==> config.mk <==
export PLATFORM = sky130hd
export DESIGN_NAME = prim_arbiter_wrr
export DESIGN_NICKNAME = d
export VERILOG_FILES = /design/src/rtl/prim_arbiter_ppc_pick.sv /design/src/rtl/prim_arbiter_wrr.sv
export SDC_FILE = /design/constraint.sdc
export NUM_CORES = 1
export LEC_CHECK = 0
export CORE_AREA = 4 4 132 134
export CTS_CLUSTER_DIAMETER = 30
export DETAILED_ROUTE_END_ITERATION = 12
export DIE_AREA = 0 0 136 138
export GPL_ROUTABILITY_DRIVEN = 0
export SETUP_SLACK_MARGIN = 0.1
export SYNTH_ARGS = -nofsm -noshare
export SYNTH_HDL_FRONTEND = slang
export SYNTH_SLANG_ARGS = --single-unit
==> constraint.sdc <==
create_clock -name clk_i -period 7.55 [get_ports clk_i]
set_input_delay 1.51 -clock clk_i [delete_from_list [all_inputs] [get_ports clk_i]]
set_output_delay 1.51 -clock clk_i [all_outputs]
set_load 0.03 [all_outputs]
==> src/rtl/prim_arbiter_ppc_pick.sv <==
// Parallel-prefix pick: prefix-OR from bit 0 upward, then isolate the lowest set bit
// as a one-hot vector and its binary index.
module prim_arbiter_ppc_pick #(
    parameter int N    = 8,
    parameter int IdxW = (N > 1) ? $clog2(N) : 1
) (
    input  logic [N-1:0]    vec_i,
    output logic [N-1:0]    ppc_o,
    output logic [N-1:0]    onehot_o,
    output logic [IdxW-1:0] idx_o
);

    logic [N-1:0]    ppc;
    logic [N-1:0]    onehot;
    logic [IdxW-1:0] idx;
    logic            acc;

    always_comb begin
        ppc    = '0;
        onehot = '0;
        idx    = '0;
        acc    = 1'b0;
        for (int i = 0; i < N; i++) begin
            acc    = acc | vec_i[i];
            ppc[i] = acc;
        end
        // The lowest set bit is the only position where the prefix-OR turns on.
        onehot = ppc & ~(ppc << 1);
        for (int i = 0; i < N; i++) begin
            if (onehot[i]) begin
                idx = IdxW'(i);
            end
        end
    end

    assign ppc_o    = ppc;
    assign onehot_o = onehot;
    assign idx_o    = idx;

endmodule

==> src/rtl/prim_arbiter_wrr.sv <==
// Weighted round-robin arbiter: the owner holds priority for max(weight,1) accepted
// grants, then priority rotates past it; grant and outputs are combinational.
module prim_arbiter_wrr #(
    parameter int  N          = 8,
    parameter int  DW         = 32,
    parameter int  WeightW    = 4,
    parameter bit  EnDataPort = 1'b1,
    localparam int IdxW       = (N > 1) ? $clog2(N) : 1
) (
    input  logic                 clk_i,
    input  logic                 rst_ni,
    input  logic [N-1:0]         req_i,
    input  logic [N*DW-1:0]      data_i,
    input  logic [N*WeightW-1:0] weight_i,
    input  logic                 ready_i,
    output logic [N-1:0]         gnt_o,
    output logic [IdxW-1:0]      idx_o,
    output logic                 valid_o,
    output logic [DW-1:0]        data_o
);

    logic               valid;
    logic [N-1:0]       win_oh;
    logic [IdxW-1:0]    win_idx;
    logic [DW-1:0]      data_arr   [N];
    logic [WeightW-1:0] weight_arr [N];
    logic [DW-1:0]      data_sel;

    assign valid = |req_i;

    for (genvar gi = 0; gi < N; gi++) begin : g_unpack
        assign data_arr[gi]   = data_i[gi*DW +: DW];
        assign weight_arr[gi] = weight_i[gi*WeightW +: WeightW];
    end

    if (N == 1) begin : g_single
        assign win_oh  = req_i;
        assign win_idx = '0;
    end else begin : g_multi
        logic [N-1:0]       mask_q, mask_d;
        logic [IdxW-1:0]    cur_q, cur_d;
        logic [WeightW-1:0] credit_q, credit_d;
        logic               own_q, own_d;

        logic [N-1:0]       cur_oh;
        logic [N-1:0]       masked;
        logic [N-1:0]       arb_vec;
        logic [N-1:0]       ppc;
        logic [N-1:0]       pick_oh;
        logic [IdxW-1:0]    pick_idx;
        logic               req_cur;
        logic               sticky;
        logic [WeightW-1:0] w_sel;
        logic [WeightW-1:0] w_eff;

        always_comb begin
            cur_oh = '0;
            for (int i = 0; i < N; i++) begin
                cur_oh[i] = (cur_q == IdxW'(i));
            end
        end

        assign req_cur = |(req_i & cur_oh);
        assign sticky  = own_q & req_cur & (credit_q != '0);
        assign masked  = mask_q & req_i;
        assign arb_vec = (|masked) ? masked : req_i;

        prim_arbiter_ppc_pick #(
            .N    (N),
            .IdxW (IdxW)
        ) u_pick (
            .vec_i    (arb_vec),
            .ppc_o    (ppc),
            .onehot_o (pick_oh),
            .idx_o    (pick_idx)
        );

        assign win_oh  = sticky ? cur_oh : pick_oh;
        assign win_idx = sticky ? cur_q : pick_idx;

        // Weight is looked up for the fresh pick only; it matters solely at a non-sticky accept.
        always_comb begin
            w_sel = '0;
            for (int i = 0; i < N; i++) begin
                if (pick_oh[i]) begin
                    w_sel = weight_arr[i];
                end
            end
        end

        assign w_eff = (w_sel == '0) ? WeightW'(1) : w_sel;

        always_comb begin
            mask_d   = mask_q;
            cur_d    = cur_q;
            credit_d = credit_q;
            own_d    = own_q & req_cur;
            if (valid && ready_i) begin
                if (sticky) begin
                    credit_d = credit_q - WeightW'(1);
                end else begin
                    cur_d    = pick_idx;
                    own_d    = 1'b1;
                    credit_d = w_eff - WeightW'(1);
                    mask_d   = ppc & ~pick_oh;
                end
            end else if (valid && !sticky) begin
                // Stalled fresh pick: keep the winner inside the mask so it is not withdrawn.
                mask_d = ppc;
            end
        end

        always_ff @(posedge clk_i or negedge rst_ni) begin
            if (!rst_ni) begin
                mask_q   <= '0;
                cur_q    <= '0;
                credit_q <= '0;
                own_q    <= 1'b0;
            end else begin
                mask_q   <= mask_d;
                cur_q    <= cur_d;
                credit_q <= credit_d;
                own_q    <= own_d;
            end
        end
    end

    always_comb begin
        data_sel = '0;
        for (int i = 0; i < N; i++) begin
            if (win_oh[i]) begin
                data_sel = data_arr[i];
            end
        end
    end

    assign valid_o = valid;
    assign gnt_o   = (valid && ready_i) ? win_oh : '0;
    assign idx_o   = valid ? win_idx : '0;

    if (EnDataPort) begin : g_data
        assign data_o = data_sel;
    end else begin : g_no_data
        assign data_o = '1;
    end

endmodule

; ---- Yosys cells after proc, flatten, opt, wreduce, memory -nomap -nowiden
; Index checks and enable logic that the tools add are counted.
; W data, S select, Z words.
[totals]
regBits = 16
elab_cells = 75
[op_classes]
n_addsub = 2
n_eq_ne = 8
mux = 35
n_bitwise = 15
n_reduce_logical = 11
[ops]
columns = op, count
row1 = $mux W32, 8
row2 = $mux W8, 6
row3 = $mux W4, 10
row4 = $and A8 B8 Y8, 4
row5 = $mux W3, 8
row6 = $reduce_or A8 Y1, 3
row7 = $not A8 Y8, 2
row8 = $eq A3 B3 Y1 const B, 4
row9 = $sub A4 B1 Y4 const B, 2
row10 = $or A1 B1 Y1, 7
row11 = $eq A3 B2 Y1 const B, 2
row12 = $logic_not A4 Y1, 1
row13 = $reduce_bool A4 Y1, 1
row14 = $eq A3 B1 Y1 const B, 1
row15 = $logic_not A3 Y1, 1
row16 = $mux W1, 3
row17 = $and A1 B1 Y1, 2
row18 = $logic_and A1 B1 Y1, 2
row19 = $ne A2 B2 Y1 const B, 1
row20 = $reduce_and A2 Y1, 1
row21 = $reduce_bool A2 Y1, 1
row22 = $logic_not A1 Y1, 1

; ---- Longest topological paths before layout
[depth]
ltp_word = 23
depth_mapped = 15
ltp_nobuf = 12

; ---- Cells and area by module
; From an unflattened synthesis, not the netlist that was laid out.
[unflattened]
cells_unflattened = 509
hier_area_um2 = 3849.9
[by_module_without_submodules]
columns = module, n_inst, cells_each, area_each_um2, seq_area_each_um2
row1 = prim_arbiter_wrr, 1, 476, 3668.5, 400.4
row2 = prim_arbiter_ppc_pick, 1, 33, 181.4, 0.0

; ---- Worst setup path before layout
; No wires, ideal clock.
[synth_path]
kind = input-to-output
startpoint = input req_i[3]
endpoint = output data_o[10]
arrival_time_ns = 3.829
path_slack_ns = 2.211
cell_stages = 12
path_buffers = 4
path_cell_list = clkbuf_1 -> mux2i_1 -> o32ai_1 -> a221o_1 -> buf_4 -> and2_4 -> buf_6 -> a32o_2 -> buf_2 -> a222oi_1 -> nand3_1 -> a221o_1
[synth_via]
elab_chain_len = 13
[synth_lines]
columns = element, line
row1 = "start, declared", prim_arbiter_wrr.sv:12  ; input logic [N-1:0] req_i,
row2 = "$and A8 B8 Y8, on equally long branches", "prim_arbiter_wrr.sv:65, prim_arbiter_wrr.sv:63"
row3 = "$reduce_or A8 Y1, on equally long branches", "prim_arbiter_wrr.sv:66, prim_arbiter_wrr.sv:63"
row4 = $mux W8 / $and A1 B1 Y1 (equally long branches), "prim_arbiter_wrr.sv:66, prim_arbiter_wrr.sv:64"
row5 = $and A8 B8 Y8 (tied with other cells), prim_arbiter_ppc_pick.sv:28  ; onehot = ppc & ~(ppc << 1);
row6 = $mux W8 *, prim_arbiter_wrr.sv:78  ; assign win_oh = sticky ? cur_oh : pick_oh;
row7 = $mux W32 (tied with other cells) (6 in series), prim_arbiter_wrr.sv:131  ; if (win_oh[i]) begin
row8 = $mux W32 / $mux W8 (equally long branches), "prim_arbiter_wrr.sv:131, prim_arbiter_wrr.sv:78"
row9 = $mux W32 *, prim_arbiter_wrr.sv:131
row10 = "end, declared", prim_arbiter_wrr.sv:19  ; output logic [DW-1:0] data_o
; Mark *: on every way between the ends. The rest lies on a longest branch, timed or not.

; ---- Worst setup path in the final report
[layout_path]
startpoint = input req_i[1]
endpoint = output data_o[12]
; Same word-level chain as after synthesis.

==> impl_metrics.tcl <==
set metrics [dict create \
    status "finished clean" \
    dieArea_um2 18800 \
    drt_iter0_drc 569 \
    cts_buffer_depth 2 \
    period_share 0.970 \
    drtAntennaViolNets 0 \
    synth.top_cells.by_area "dfrtp_1, a222oi_1, a221o_1" \
    drtPass1Iterations 9 \
    async_flop_share 1.00 \
    cp.required_ns 6.04 \
    powerDensity_nw_per_um2 479 \
    cts-htree-levels 1 \
    clk_transition_reported_paths_ns 0.05 \
    cts_sinks 16 \
    area_growth_pct 122 \
    drv_slew 0 \
    layout_commonest_cell "clkdlybuf4s50_1" \
    cts_tree "built" \
    slew_headroom 0.300 \
    synth_fp_nets 729 \
    viasPerCell 5.56 \
    postCtsHoldBufs 0 \
    ir_drop_mv 0.324 \
    grt_max_degree 34 \
    yosysSeqAreaShare 0.129 \
    grtUsageTotal 0.248 \
    routed_wl_um 25400 \
    first_global_vias 5426 \
    synthSimpleGateAreaFrac 0.227 \
    syn_area_um2 3120 \
    cts_buffers 3 \
    syn_inst 429 \
    worstSetupPathType "in -> out" \
    cts.root.buffer_cell "clkbuf_16" \
    cp_max_fo 33 \
    ios 343 \
    yosys.area.top_type_share 0.129 \
    grt_setup_unrepaired "no" \
    worstReg2RegStart "g_multi.cur_q[2]" \
    insertion_delay_ns 0.25 \
    dp.final_hpwl_um 20600 \
    synth_compound_area_frac 0.521 \
    maxCapViolations 0 \
    final_area_um2 6910 \
    arrival_ns 5.81 \
    synth-seq-cells 16 \
    grt_pass1_wl_um 35600 \
    start_util 0.191 \
    grt_overflow 0 \
    synthMuxAreaShare 0.0426 \
    via_count 5388 \
    synth_fa_ha_area_frac 0.00402 \
    yosys_warnings 0 \
    avgSynthCellArea_um2 7.26 \
    drive_gt1_frac 0.0628 \
    synth_top_flop_cell "dfrtp_1" \
    antenna_found_initial 4 \
    drc 0 \
    hold_viol_final 0 \
    fin_tns_setup_ns 0 \
    core_region_area_um2 16300 \
    end_kind "primary output" \
    hp-start "g_multi.mask_q[7]" \
    fp.dieH_um 138 \
    synth-xor-area-share 0 \
    final_cell_mix "clkdlybuf4s50_1, nand2_1, a222oi_1" \
    port_buffers 342 \
    synth_edf_count 0 \
    finalNetCount 1050 \
    leakagePower_uw 0.00255 \
    dieWidth_um 136 \
    synth_top_family_by_area "compound AO/OA/AOI/OAI gates" \
    min_period_ns 7.32 \
    wl_per_cell_um 26.2 \
    num_rows 47 \
    placed_area_um2 6790 \
    setup_viol 0 \
    nFillCells 1603 \
    tightest_slew_ns 1.05 \
    start_kind "input port" \
    yosysUniqueCellTypes 53 \
    min_path_type "reg -> reg" \
    crit_start "req_i[1]" \
    max_freq_mhz 137 \
    yosysTopAreaCell "dfrtp_1" \
    skew_ns 0.00239 \
]
[sequential cells by signal, summed over array words and instances, names as in the netlist]
register / flops
g_multi.own_q: 1
g_multi.mask_q: 8
g_multi.credit_q: 4
g_multi.cur_q: 3
[layer usage]
layer	up-vias	GRT usage	wire [um]
met5	-	0	34
met4	6	0.0387	307
met3	33	0.119	3540
met2	344	0.384	11200
met1	2587	0.319	10300
li1	2418	-	-
[stage by stage]
stage | total power [uW] | hold slack [ns] | setup slack, ns | utilization | std cells
floorplan | 1900 | 0.467 | 2.21 | - | 429
global placement | 3130 | 0.494 | 0.346 | 0.417 | 962
detailed placement | 3130 | 0.519 | 0.294 | 0.417 | 962
CTS | 3270 | 0.529 | 0.275 | 0.421 | 965
global route | 3510 | 0.552 | 0.0754 | 0.424 | 969
finish | 3310 | 0.529 | 0.227 | 0.424 | 969
[where the power goes]
group / switching, uW / leakage [uW] / internal, uW
combinational: 1790 / 0.00232 / 1230
clock: 33.8 / 0.0000370 / 69.6
sequential: 58.9 / 0.000190 / 127
[cells by family (layout without fill, tap and decap cells)]
kind of cell    after synthesis  after routing
compound gates              198            198
simple gates                153            153
buf+inv                      49            368
flops                        16             16
mux                          12             12
fa+ha+maj                     1              1
other cells                   0              1
[final timing paths]
check | end | slack (ns) | depth (start not counted)
max reg2reg | g_multi.credit_q[2] | 3.75 | 11
min in group asynchronous | g_multi.mask_q[7] | 1.72 | 1
min reg2reg | g_multi.mask_q[7] | 0.53 | 2
max in group asynchronous | g_multi.cur_q[0] | 5.35 | 1
max | data_o[12] | 0.23 | 10
min | g_multi.mask_q[7] | 0.53 | 2
[critical path, cell delays in order]
cell             delay, ns
clkdlybuf4s50_1       0.64
buf_4                 0.27
nor4_1                0.56
o21a_1                0.24
o21ai_0               0.28
nor3_1                0.52
nand2_1               0.18
o21ai_4               0.40
a221o_1               0.41
clkdlybuf4s50_1       0.76
[area by class of cell]
cell class / count / area, um^2 / area share
inverter: 5 / 18.8 / 0.00272
timing repair buffer: 360 / 3580 / 0.519
sequential: 16 / 400 / 0.0579
clock buffer: 3 / 75.1 / 0.0109
multi-input combinational: 364 / 2550 / 0.370
tap: 220 / 275 / 0.0398
antenna: 1 / 2.50 / 0.000362
[synthesized netlist by cell type (2+ instances only)]
cell type	number
mux2i_1	5
nand2b_1	3
dfrtp_1	16
a21oi_1	23
nor2b_1	4
mux2_2	6
buf_4	2
nor4_1	2
nand4b_1	2
o21a_1	3
a22oi_1	24
o2111ai_1	2
a21o_1	4
inv_1	5
a22o_1	2
buf_6	4
clkbuf_1	23
a222oi_1	38
a41oi_1	2
or4_1	2
a31oi_1	4
a21o_2	2
o211ai_1	4
a211oi_1	6
nand3_1	29
nand2_1	67
o22ai_1	6
nor2_1	27
buf_2	15
o21ai_1	4
a32o_1	5
and2_1	11
a221oi_1	5
a221o_1	31
o21ai_0	18
a221oi_2	6
[what timing repair did]
item                                   in CTS  in global routing
gates resized for setup                     0                  1
endpoints found under the hold margin       0                  0
setup buffers                               0                  3
setup endpoints to repair                   0                  8
(Power assumes the default switching activity.)
